$ cat src/rtl/uart_program_loader.sv
// Receives a program over an 8N1 serial line and writes it as 12-bit words into main memory.
// Frame: 2-byte word count N (low, high[3:0]), then N words sent as low byte / high byte[3:0].
module uart_program_loader #(
  parameter int CLK_FREQ = 12_000_000,
  parameter int BAUD     = 115_200,
  parameter int MEM_SIZE = 255
) (
  input  logic        i_clk,
  input  logic        i_rst,
  input  logic        i_rxd,
  input  logic        i_load_en,
  output logic [11:0] o_mem_addr,
  output logic        o_mem_write_enable,
  output logic [11:0] o_mem_data_in,
  output logic        o_busy,
  output logic        o_done,
  output logic        o_frame_error,
  output logic        o_overflow
);

  localparam int CLKS_PER_BIT = CLK_FREQ / BAUD;
  localparam int CW = $clog2(CLKS_PER_BIT + 1);
  localparam logic [CW-1:0] BIT_RELOAD  = CW'(CLKS_PER_BIT - 1);
  localparam logic [CW-1:0] HALF_RELOAD = CW'(CLKS_PER_BIT / 2 - 1);
  localparam logic [12:0] MEM_SIZE_W = 13'(MEM_SIZE);

  typedef enum logic [1:0] {RX_IDLE, RX_START, RX_DATA, RX_STOP} rx_state_t;
  typedef enum logic [2:0] {L_IDLE, L_CNT_LO, L_CNT_HI, L_W_LO, L_W_HI, L_WRITE, L_DONE} ld_state_t;

  rx_state_t     r_rx_state;
  ld_state_t     r_ld_state;
  logic          r_rxd_s1, r_rxd_s2, r_rxd_prev;
  logic [CW-1:0] r_bit_cnt;
  logic [2:0]    r_bit_idx;
  logic [7:0]    r_shift;
  logic [7:0]    r_rx_byte;
  logic          r_byte_valid;
  logic          r_rx_ferr;
  logic          r_load_prev;
  logic [11:0]   r_n;
  logic [11:0]   r_addr;
  logic [7:0]    r_data_lo;
  logic          w_start_edge;
  logic          w_load_rise;

  assign w_start_edge = r_rxd_prev & ~r_rxd_s2;
  assign w_load_rise  = i_load_en & ~r_load_prev;

  always_ff @(posedge i_clk or posedge i_rst) begin
    if (i_rst) begin
      r_rxd_s1   <= 1'b1;
      r_rxd_s2   <= 1'b1;
      r_rxd_prev <= 1'b1;
    end else begin
      r_rxd_s1   <= i_rxd;
      r_rxd_s2   <= r_rxd_s1;
      r_rxd_prev <= r_rxd_s2;
    end
  end

  // Receiver: bit timer is a down-counter, sampling on terminal count.
  always_ff @(posedge i_clk or posedge i_rst) begin
    if (i_rst) begin
      r_rx_state   <= RX_IDLE;
      r_bit_cnt    <= '0;
      r_bit_idx    <= '0;
      r_shift      <= '0;
      r_rx_byte    <= '0;
      r_byte_valid <= 1'b0;
      r_rx_ferr    <= 1'b0;
    end else begin
      r_byte_valid <= 1'b0;
      r_rx_ferr    <= 1'b0;
      case (r_rx_state)
        RX_IDLE: if (w_start_edge) begin
          r_rx_state <= RX_START;
          r_bit_cnt  <= HALF_RELOAD;
        end
        RX_START: if (r_bit_cnt == '0) begin
          r_bit_cnt  <= BIT_RELOAD;
          r_bit_idx  <= '0;
          r_rx_state <= r_rxd_s2 ? RX_IDLE : RX_DATA;
        end else r_bit_cnt <= r_bit_cnt - 1'b1;
        RX_DATA: if (r_bit_cnt == '0) begin
          r_shift   <= {r_rxd_s2, r_shift[7:1]};
          r_bit_cnt <= BIT_RELOAD;
          r_bit_idx <= r_bit_idx + 3'd1;
          if (r_bit_idx == 3'd7) r_rx_state <= RX_STOP;
        end else r_bit_cnt <= r_bit_cnt - 1'b1;
        RX_STOP: if (r_bit_cnt == '0) begin
          if (r_rxd_s2) begin
            r_rx_byte    <= r_shift;
            r_byte_valid <= 1'b1;
          end else r_rx_ferr <= 1'b1;
          r_rx_state <= RX_IDLE;
        end else r_bit_cnt <= r_bit_cnt - 1'b1;
        default: r_rx_state <= RX_IDLE;
      endcase
    end
  end

  always_ff @(posedge i_clk or posedge i_rst) begin
    if (i_rst) begin
      r_ld_state         <= L_IDLE;
      r_load_prev        <= 1'b0;
      r_n                <= '0;
      r_addr             <= '0;
      r_data_lo          <= '0;
      o_mem_addr         <= '0;
      o_mem_write_enable <= 1'b0;
      o_mem_data_in      <= '0;
      o_busy             <= 1'b0;
      o_done             <= 1'b0;
      o_frame_error      <= 1'b0;
      o_overflow         <= 1'b0;
    end else begin
      r_load_prev        <= i_load_en;
      o_mem_write_enable <= 1'b0;
      if (r_rx_ferr && o_busy) o_frame_error <= 1'b1;
      if (!i_load_en && r_ld_state != L_IDLE) begin
        // Abort (or leave DONE): done keeps whatever value it had.
        r_ld_state <= L_IDLE;
        o_busy     <= 1'b0;
      end else begin
        case (r_ld_state)
          L_IDLE: if (w_load_rise) begin
            r_ld_state    <= L_CNT_LO;
            o_busy        <= 1'b1;
            o_done        <= 1'b0;
            o_frame_error <= 1'b0;
            o_overflow    <= 1'b0;
            r_addr        <= '0;
          end
          L_CNT_LO: if (r_byte_valid) begin
            r_n[7:0]   <= r_rx_byte;
            r_ld_state <= L_CNT_HI;
          end
          L_CNT_HI: if (r_byte_valid) begin
            r_n[11:8]  <= r_rx_byte[3:0];
            o_overflow <= {1'b0, r_rx_byte[3:0], r_n[7:0]} > MEM_SIZE_W;
            if ({r_rx_byte[3:0], r_n[7:0]} == 12'd0) begin
              r_ld_state <= L_DONE;
              o_busy     <= 1'b0;
              o_done     <= 1'b1;
            end else r_ld_state <= L_W_LO;
          end
          L_W_LO: if (r_byte_valid) begin
            r_data_lo  <= r_rx_byte;
            r_ld_state <= L_W_HI;
          end
          L_W_HI: if (r_byte_valid) begin
            if ({1'b0, r_addr} < MEM_SIZE_W) begin
              o_mem_addr         <= r_addr;
              o_mem_data_in      <= {r_rx_byte[3:0], r_data_lo};
              o_mem_write_enable <= 1'b1;
            end
            r_ld_state <= L_WRITE;
          end
          L_WRITE: begin
            r_addr <= r_addr + 12'd1;
            if (r_addr + 12'd1 == r_n) begin
              r_ld_state <= L_DONE;
              o_busy     <= 1'b0;
              o_done     <= 1'b1;
            end else r_ld_state <= L_W_LO;
          end
          L_DONE: r_ld_state <= L_DONE;
          default: r_ld_state <= L_IDLE;
        endcase
      end
    end
  end

endmodule
$ cat config.mk
export PLATFORM = sky130hd
export DESIGN_NAME = uart_program_loader
export DESIGN_NICKNAME = d
export VERILOG_FILES = /design/src/rtl/uart_program_loader.sv
export SDC_FILE = /design/constraint.sdc
export NUM_CORES = 1
export LEC_CHECK = 0
export ABC_AREA = 0
export CORE_ASPECT_RATIO = 0.6
export CORE_UTILIZATION = 63
export DETAILED_ROUTE_END_ITERATION = 10
export DONT_BUFFER_PORTS = 1
export PLACE_DENSITY = 0.79
export SYNTH_ARGS = -nofsm -noshare
export SYNTH_HDL_FRONTEND = slang
export SYNTH_SLANG_ARGS = --single-unit
export TNS_END_PERCENT = 1
$ cat constraint.sdc
create_clock -name i_clk -period 4 [get_ports i_clk]
set_clock_uncertainty 0.15 [all_clocks]
set_input_delay 0.8 -clock i_clk [delete_from_list [all_inputs] [get_ports i_clk]]
set_output_delay 0.8 -clock i_clk [all_outputs]
set_load 0.01 [all_outputs]
==> Word level (Yosys, flattened, before mapping) <==
Index checks and enable logic that the tools add are counted.
W data, S select, Z words.
{ "totals": {"inputBits": 4, "elab_cells": 141, "reg_bits": 98} }
{ "op_classes": {"n_reduce_logical": 28, "eq_ne": 28, "n_mux": 52, "n_lt_le_gt_ge": 2, "bitwise": 5, "addsub": 3} }
{ "op_table": {"columns": ["operator", "n"], "rows": [
  ["$mux W3", 10],
  ["$mux W1", 24],
  ["$pmux W12 S2", 1],
  ["$mux W7", 3],
  ["$ne A3 B3 Y1 const B", 7],
  ["$pmux W3 S7", 1],
  ["$pmux W7 S3", 1],
  ["$ne A2 B2 Y1 const B", 10],
  ["$reduce_and A3 Y1", 6],
  ["$reduce_and A5 Y1", 3],
  ["$add A12 B1 Y12 const B", 1],
  ["$eq A12 B12 Y1", 1],
  ["$eq A3 B3 Y1 const B", 4],
  ["$gt A12 B8 Y1 const B", 1],
  ["$logic_not A12 Y1", 1],
  ["$lt A12 B8 Y1 const B", 1],
  ["$mux W12", 1],
  ["$mux W2", 6],
  ["$pmux W2 S4", 1],
  ["$reduce_and A4 Y1", 2],
  ["$logic_not A7 Y1", 1],
  ["$sub A7 B1 Y7 const B", 1],
  ["$eq A3 B2 Y1 const B", 2],
  ["$pmux W1 S3", 2],
  ["18 further kinds", 27]
]} }

==> Longest topological paths before layout <==
Gate-level depths: netlist of run 1.
{ "depth": {"ltp_word": 5, "mapped_depth": 9} }

==> Worst setup path after synthesis of run 1 <==
Ideal clock, no wire load.
{ "synth_path": {"kind": "register to register", "start": "register r_addr[1]", "end": "register o_busy", "stages_incl_launch_ff": 7, "t_arrival_ns": 1.956, "setup_slack_ns": 1.756, "t_required_ns": 3.712, "path_buffers": 0, "setup_time_ns": 0.138, "cell_sequence": "dfrtp_1 ha_1 nand3_4 or4_1 a222oi_1 and4_4 a31oi_1"} }
{ "synth_via": {"elab_chain_cells": 4} }
{ "synth_rtl": {"columns": ["item", "line_no", "rtl"], "rows": [
  ["from (decl)", "41", "logic [11:0] r_addr;"],
  ["from (signal assigned)", "160", "r_addr <= r_addr + 12'd1;"],
  ["$add A12 B1 Y12", "161", "if (r_addr + 12'd1 == r_n) begin"],
  ["$eq A12 B12 Y1", "161", null],
  ["$ne A3 B3 Y1 (no source line)", null, null],
  ["$reduce_and A5 Y1 (no source line)", null, null],
  ["to (signal assigned)", "128", "o_busy <= 1'b1;"],
  ["to (signal assigned)", "143", "o_busy <= 1'b0;"],
  ["to (signal assigned)", "163", "o_busy <= 1'b0;"],
  ["to (decl)", "15", "output logic o_busy,"]
]} }
No other way between the ends.
A chain may end at the register's enable or synchronous reset.

==> Worst setup path after layout of run 1 <==
{ "layout_path": {"start": "register r_addr[0]", "end": "register o_mem_data_in[9]"} }
{ "layout_via": {"elab_chain_cells": 2} }
{ "layout_rtl": {"columns": ["item", "line_no", "rtl"], "rows": [
  ["$lt A12 B8 Y1", "152", "if ({1'b0, r_addr} < MEM_SIZE_W) begin"],
  ["$reduce_and A4 Y1 (no source line)", null, null],
  ["to (signal assigned)", "154", "o_mem_data_in <= {r_rx_byte[3:0], r_data_lo};"],
  ["to (decl)", "14", "output logic [11:0] o_mem_data_in,"]
]} }
No other way between the ends.

==> results of run 1 <==
logic make-up (layout without fill, tap and decap cells):
kind of cell / Yosys count / in the layout / synth area share, %
simple gates: 112 / 112 / 13.5
flops: 98 / 98 / 52.4
compound gates: 81 / 81 / 11.4
mux: 59 / 59 / 14.1
buf+inv: 34 / 33 / 3.39
xor+xnor: 15 / 15 / 2.80
fa+ha+maj: 9 / 9 / 2.40
final cells by class:
cell class / count / area, um2 / share of cell area (%)
clock buffer: 11 / 243 / 4.81
inverter: 12 / 47.5 / 0.943
sequential: 98 / 2460 / 48.7
multi-input combinational: 276 / 2070 / 41.1
clock inverter: 5 / 61.3 / 1.22
timing repair buffer: 5 / 37.5 / 0.744
tap: 100 / 125 / 2.48
worst max-delay path, stage by stage (launching register included):
cell     delay, ns
dfrtp_1       0.47
ha_1          0.35
nand3_4       0.17
nor2_1        0.10
nand3_1       0.13
and4_1        0.88
mux2_2        0.42
power by group:
group          switching [uW]  total (uW)  internal (uW)
Clock                     374         880            506
Combinational             228         381            153
Sequential               57.0        1110           1050
metal layers:
layer  wire length, um  part of all wire, %  GRT usage, %  vias to the layer above
li1                  -                    -             -                     1477
met1              4760                   49          40.4                     1576
met2              3860                   40          37.6                      133
met3               913                  9.5          11.7                       10
met4                99                  1.0          8.39                        0
met5                 0                    0             0                        -
worst paths after layout:
path	slack (ns)	end
worst max-delay path	1.19	o_mem_data_in[9]
worst min-delay path	0.21	r_rxd_s2
worst max register to register	1.19	o_mem_data_in[9]
worst min register to register	0.21	r_rxd_s2
max in group asynchronous	2.42	r_rxd_s2
min in group asynchronous	0.36	o_busy
state kept, by name (all words and copies together), names as in the netlist, named ones only:
signal	cells
o_mem_data_in	12
r_rx_ferr	1
r_byte_valid	1
o_done	1
r_bit_cnt	7
r_ld_state	3
o_overflow	1
r_rx_state	1
o_mem_addr	12
r_data_lo	8
o_frame_error	1
o_busy	1
r_rxd_s2	1
o_mem_write_enable	1
r_bit_idx	3
r_rxd_s1	1
r_shift	8
r_rxd_prev	1
r_load_prev	1
r_n	12
r_rx_byte	8
r_addr	12
stage by stage:
stage / total power [uW] / util (%) / setup WS [ns] / area [um2] / hold WS [ns]
after floorplan: 1410 / - / 0.493 / 4690 / 0.195
final: 2370 / 72.7 / 1.19 / 5040 / 0.207
after detailed placement: 1500 / 68.3 / 1.19 / 4740 / 0.202
after global routing: 2480 / 72.7 / 0.974 / 5040 / 0.214
after CTS: 2380 / 72.7 / 1.19 / 5040 / 0.210
after global placement: 1470 / 68.3 / 1.30 / 4740 / 0.197
layout by cell type (no fill, tap or decap), types with 6 or more instances in the layout:
| cell type | n |
|---|---|
| inv_1 | 11 |
| and2_1 | 7 |
| clkbuf_16 | 9 |
| dfrtp_1 | 95 |
| ha_1 | 9 |
| or4_1 | 6 |
| nor2_1 | 25 |
| mux2_2 | 58 |
| a21oi_1 | 11 |
| nand3_1 | 9 |
| o31ai_1 | 8 |
| o21ai_0 | 26 |
| nor3_1 | 6 |
| nor3b_1 | 7 |
| xnor2_1 | 12 |
| nor2b_1 | 6 |
| nand2_1 | 19 |
| a31oi_1 | 6 |
==> results.json, run 1 <==
{
  "critical_path_class": "flop to flop",
  "dpl.cell_count": 491,
  "synth_flop_cell": "dfrtp_1",
  "avgSynthCellArea_um2": 11.5,
  "synth_top_area_share_pct": 50.7,
  "route.detailed.drc": 0,
  "postSynthCellCount": 408,
  "fp.dieW_um": 113,
  "layout-drive-gt1-share_pct": 22.4,
  "worstRegToRegCells": 6,
  "leakagePower_uw": 0.00237,
  "cp-start-kind": "flop",
  "fp.dieH_um": 68.8,
  "antenna_left": 0,
  "cts_resized": 0,
  "synthesis.nets": 421,
  "synth_edf_count": 0,
  "overflow": 0,
  "arrival_ns": 2.90,
  "finalSetupViolCount": 0,
  "status": "completed",
  "synth_cell_type_count": 58,
  "maxSlewViolCount": 0,
  "setup_tns_ns": 0,
  "cts_sinks": 98,
  "dr.pass1.iters": 7,
  "rsz0062_at_grt": "no",
  "fmax_ghz": 0.356,
  "timing.slew.headroom_pct": 33.0,
  "routed_via_density": 6.30,
  "track_usage_pct": 27.9,
  "synth.most_common_cell": "dfrtp_1",
  "cts_made_buffers": 9,
  "synthArstFlopShare_pct": 100,
  "n_fill_cell": 496,
  "nNetsFinal": 415,
  "cap_viol_max_count": 0,
  "rows": 23,
  "post-dp-hpwl_um": 6730,
  "hold_depth": 0,
  "syn_to_final_growth_pct": 7.58,
  "crit_path_end_kind": "flop",
  "io_buffers": 0,
  "num_io_pins": 33,
  "synth_area_leaders": "dfrtp_1, mux2_2, o21ai_0",
  "synth_commonest_cells": "dfrtp_1, mux2_2, o21ai_0, nor2_1, nand2_1",
  "period_needed_ns": 2.81,
  "cts_buffer_depth": 2,
  "powerDensity_nw_per_um2": 470,
  "cts_max_level": 3,
  "synth_seq_cells": 98,
  "path_clk_slew_ns": 0.07,
  "ir_drop_mv": 0.475,
  "grt_max_degree": 75,
  "core_um2": 6940,
  "cts_hold_buf": 0,
  "finalNonFillerCells": 507,
  "drt-initial-drc-count": 271,
  "grt_pass1_wl_um": 15600,
  "grt_pass1_vias": 2993,
  "synth-seq-area-share_pct": 52.4,
  "antenna_found_initial": 0,
  "hold_violations": 0,
  "wirelength_um": 9640,
  "initial_core_util_pct": 67.6,
  "antenna_cells": 0,
  "avgRoutedWirePerCell_um": 19.0,
  "min_path_type": "flop to flop",
  "dieArea_um2": 7800,
  "crit_path_max_fanout": 21,
  "gp_routability_congestion": 0.883,
  "worst_pin_slew_ns": 1.01,
  "required_ns": 4.09,
  "synth-warning-count": 0,
  "postCtsSetupBuffers": 0,
  "vias": 3196,
  "clock_latency_ns": 0.36,
  "fin_crit_sh_pct": 70.2,
  "r2r-start": "r_addr[0]",
  "cts-root-buf": "clkbuf_16",
  "cts_tree": "done",
  "yosysTopAreaCell": "dfrtp_1",
  "syn_area_um2": 4690,
  "startpoint": "r_addr[0]",
  "worstHoldStart": "r_rxd_s1"
}
Power figures use the tool's default switching activity.
==> inputs of run 2 (changes only) <==
- clock period: 4 -> 2.9 ns (I/O delays scaled with it)
==> results.json, run 2 (synthesis gave the netlist of run 1 again) <==
{
  "cts_max_level": 3,
  "cp-start-kind": "flop",
  "hold_violations": 0,
  "grt_pass1_wl_um": 16200,
  "post-dp-hpwl_um": 6890,
  "overflow": 0,
  "power_frac_comb_pct": 15.5,
  "wirelength_um": 10200,
  "fin_crit_sh_pct": 89.9,
  "maxSlewViolCount": 0,
  "total_power_uw": 3470,
  "fmax_ghz": 0.384,
  "path_clk_slew_ns": 0.07,
  "drt-initial-drc-count": 255,
  "cts_sinks": 98,
  "hold_slack_ns": 0.0279,
  "wl_met2_um": 4390,
  "n_fill_cell": 471,
  "r2r-start": "r_addr[1]",
  "powerDensity_nw_per_um2": 674,
  "r2r_slack_ns": 0.29,
  "worstRegToRegCells": 6,
  "dr.pass1.iters": 5,
  "wl_met3_um": 938,
  "initial_core_util_pct": 67.6,
  "num_io_pins": 33,
  "track_usage_pct": 28.4,
  "nNetsFinal": 420,
  "setup_tns_ns": 0,
  "cts_hold_buf": 0,
  "grt_pass1_vias": 3032,
  "ir_drop_mv": 0.426,
  "clock_power_share_pct": 40.6,
  "seq_power_share_pct": 43.9,
  "final_common_cell": "dfrtp_1",
  "crit_path_end_kind": "flop",
  "grt_max_degree": 73,
  "cts_tree": "done",
  "antenna_left": 0,
  "routed_via_density": 6.46,
  "period_needed_ns": 2.61,
  "timing.slew.headroom_pct": 44.7,
  "switching_share_pct": 26.6,
  "crit_path_max_fanout": 8,
  "critical_path_class": "flop to flop",
  "layout_common_cells": "dfrtp_1, mux2_2, o21ai_0, nor2_1, nand2_1",
  "finalSetupViolCount": 0,
  "status": "completed",
  "reg2reg_to": "r_ld_state[0]",
  "core_um2": 6940,
  "cap_viol_max_count": 0,
  "route.detailed.drc": 0,
  "gp_routability_congestion": 0.878,
  "min_path_type": "primary input to async pin",
  "clock_latency_ns": 0.35,
  "avgRoutedWirePerCell_um": 19.8,
  "fp.dieH_um": 68.8,
  "cts-root-buf": "clkbuf_16",
  "rows": 23,
  "vias": 3305,
  "postCtsSetupBuffers": 0,
  "switchingPower_uw": 923,
  "dieArea_um2": 7800,
  "cts_made_buffers": 9,
  "p_int_uw": 2550,
  "startpoint": "r_addr[1]",
  "worst_pin_slew_ns": 0.826,
  "arrival_ns": 2.66,
  "antenna_found_initial": 0,
  "leakagePower_uw": 0.00243,
  "io_buffers": 0,
  "cts_buffer_depth": 2,
  "layout-drive-gt1-share_pct": 23.8,
  "antenna_cells": 0,
  "required_ns": 2.95,
  "rsz0062_at_grt": "no",
  "wl_met1_um": 4710,
  "fp.dieW_um": 113,
  "syn_to_final_growth_pct": 9.85,
  "cts_resized": 0,
  "dr.max_layer_used": "met4"
}
==> run 2: worst max-delay path by stage <==
stage / to / slack [ns] / depth (start not counted)
global route: r_ld_state[0] / 0.20 / 6
finish: r_ld_state[0] / 0.29 / 6
global placement: o_mem_addr[1] / 0.25 / 6
detailed placement: o_mem_data_in[8] / 0.13 / 6
floorplan: o_busy / 0.66 / 6
CTS: o_mem_data_in[10] / 0.09 / 6
==> run 2: cell type report <==
type                    count  area [um2]  share of cell area (%)
flip-flops and latches     98        2460                    47.7
clock inverters             6         119                    2.31
well taps                 100         125                    2.43
multi-input cells         276        2070                    40.3
clock buffers              10         239                    4.64
repair buffers             10        87.6                    1.70
inverters                  12        48.8                   0.948
==> run 2: critical path: stages, from the launching register on <==
cell and delay [ns]:
dfrtp_1 0.47, ha_1 0.38, nand3_4 0.16, or4_1 0.55, a222oi_1 0.34, and4_4 0.32, o41ai_1 0.10
==> run 2: power by group through the flow <==
stage / clock, uW / sequential, uW / combinational (uW)
finish: 1410 / 1520 / 539
global route: 1490 / 1540 / 600
CTS: 1430 / 1520 / 536
detailed placement: 0 / 1550 / 534
global placement: 0 / 1540 / 500
floorplan: 0 / 1530 / 415
==> run 2: metrics by stage <==
stage,setup WS [ns],instances,area (um2),util [%]
global placement,0.251,496,4790,69.1
CTS,0.0873,512,5150,74.2
finish,0.293,512,5150,74.3
global route,0.202,512,5150,74.3
detailed placement,0.130,496,4790,69.1
floorplan,0.656,408,4690,-
==> run 2: per-layer routing <==
metal,vias up,GRT usage [%]
li1,1478,-
met1,1642,39.8
met2,165,42.7
met3,20,10.5
met4,0,6.09
met5,-,0
==> inputs of run 3 (changes only) <==
- CORE_MARGIN: not set -> 4
- CORE_UTILIZATION: 63 -> 35
- PLACE_DENSITY: 0.79 -> not set
==> results.json, run 3 (synthesis gave the netlist of run 1 again) <==
{
  "postCtsSetupBuffers": 0,
  "nNetsFinal": 418,
  "final_util_pct": 40.0,
  "path_cells": "ha_1 -> nand3_4 -> nor2_1 -> nand3_1 -> and4_1 -> buf_4 -> mux2_2",
  "hold_slack_ns": 0.00908,
  "antenna_found_initial": 0,
  "dr.pass1.iters": 5,
  "arrival_ns": 2.61,
  "route.detailed.drc": 0,
  "setup_tns_ns": 0,
  "num_io_pins": 33,
  "cap_viol_max_count": 0,
  "cts-root-buf": "clkbuf_16",
  "status": "completed",
  "post-dp-hpwl_um": 7120,
  "startpoint": "r_addr[0]",
  "cts_hold_buf": 0,
  "antenna_cells": 0,
  "grt_pass1_vias": 3071,
  "crit_path_end_kind": "flop",
  "layout_common_cells": "dfrtp_1, mux2_2, o21ai_0, nor2_1, nand2_1",
  "period_needed_ns": 2.53,
  "crit_path_max_fanout": 24,
  "grt_max_degree": 53,
  "cp_slowest_stage_delay_ns": 0.50,
  "track_usage_pct": 13.6,
  "n_fill_cell": 1259,
  "cts_sinks": 98,
  "multi_input_area_um2": 2070,
  "clock_latency_ns": 0.34,
  "gp_routability_congestion": 0.836,
  "powerDensity_nw_per_um2": 634,
  "cts_made_buffers": 9,
  "ir_drop_mv": 0.251,
  "fin_crit_sh_pct": 87.3,
  "regArea_um2": 2460,
  "cts_buffer_depth": 2,
  "slowest_stage": "dfrtp_1",
  "hold_violations": 0,
  "overflow": 0,
  "antenna_left": 0,
  "grt_pass1_wl_um": 16700,
  "min_path_type": "primary input to async pin",
  "cts_max_level": 3,
  "syn_to_final_growth_pct": 10.6,
  "timing.slew.headroom_pct": 53.9,
  "layout-drive-gt1-share_pct": 23.2,
  "path_clk_slew_ns": 0.07,
  "maxSlewViolCount": 0,
  "drt-initial-drc-count": 215,
  "fp.dieW_um": 157,
  "finalSetupViolCount": 0,
  "r2r-start": "r_addr[0]",
  "worstRegToRegCells": 7,
  "core_um2": 13000,
  "leakagePower_uw": 0.00239,
  "worst_pin_slew_ns": 0.690,
  "required_ns": 2.98,
  "rows": 32,
  "io_buffers": 0,
  "initial_core_util_pct": 36.1,
  "vias": 3091,
  "r2r_slack_ns": 0.37,
  "routed_via_density": 5.33,
  "cts_tree": "done",
  "cts_resized": 0,
  "avgRoutedWirePerCell_um": 16.9,
  "dieArea_um2": 15400,
  "cp-start-kind": "flop",
  "wirelength_um": 9820,
  "reg2reg_to": "o_mem_data_in[2]",
  "fp.dieH_um": 97.7,
  "final_common_cell": "dfrtp_1",
  "fmax_ghz": 0.395,
  "rsz0062_at_grt": "no",
  "critical_path_class": "flop to flop"
}
-- run 3: changes by cell type in the layout (fill, tap and decap cells not counted), sizes merged --
cell	change
clkinvlp	+1
clkbuf	-1
clkinv	+3
bufinv	-2
inv	-1
buf	-2
-- run 3: stage by stage --
stage               instance area (um2)  std cells  setup slack (ns)  power [uW]
CTS                                5190        580             0.403        3340
floorplan                          4690        408             0.656        1940
global route                       5190        580             0.211        3500
finish                             5190        580             0.369        3290
global placement                   4860        564             0.480        2040
detailed placement                 4860        564             0.415        2060
-- run 3: critical path, delay by kind of cell, from the launching register on --
kind	cells	cell delay (ns)
buf+inv	1	0.23
simple gates	4	0.83
fa+ha+maj	1	0.38
flops	1	0.50
mux	1	0.31
-- run 3: worst max-delay path by stage --
stage / endpoint / slack, ns / cells past startpoint
6_report: o_mem_data_in[2] / 0.37 / 7
5_1_grt: o_mem_data_in[0] / 0.21 / 7
4_1_cts: o_mem_data_in[2] / 0.40 / 7
3_5_place_dp: o_busy / 0.41 / 6
3_3_place_gp: o_busy / 0.48 / 6
2_1_floorplan: o_busy / 0.66 / 6
-- run 3: area by class of cell --
type | count | share of cell area, %
tap | 170 | 4.10
timing repair buffer | 8 | 1.40
inverter | 12 | 0.941
sequential | 98 | 47.3
clock inverter | 7 | 1.91
multi-input combinational | 276 | 40.0
clock buffer | 9 | 4.34
-- run 3: report_power, final --
group | switching (uW) | internal, uW | total (uW)
clock network | 563 | 694 | 1260
logic | 295 | 212 | 507
registers | 78.8 | 1450 | 1530
total | 936 | 2350 | 3290
-- run 3: layer usage --
layer  GRT usage [%]  part of all wire, %  wire (um)  vias to the layer above
li1                -                    -          -                     1485
met1            20.7                   51       4970                     1505
met2            18.3                   41       4030                       85
met3            4.45                  6.7        657                       16
met4            3.90                  1.7        163                        0
met5               0                    0          0                        -
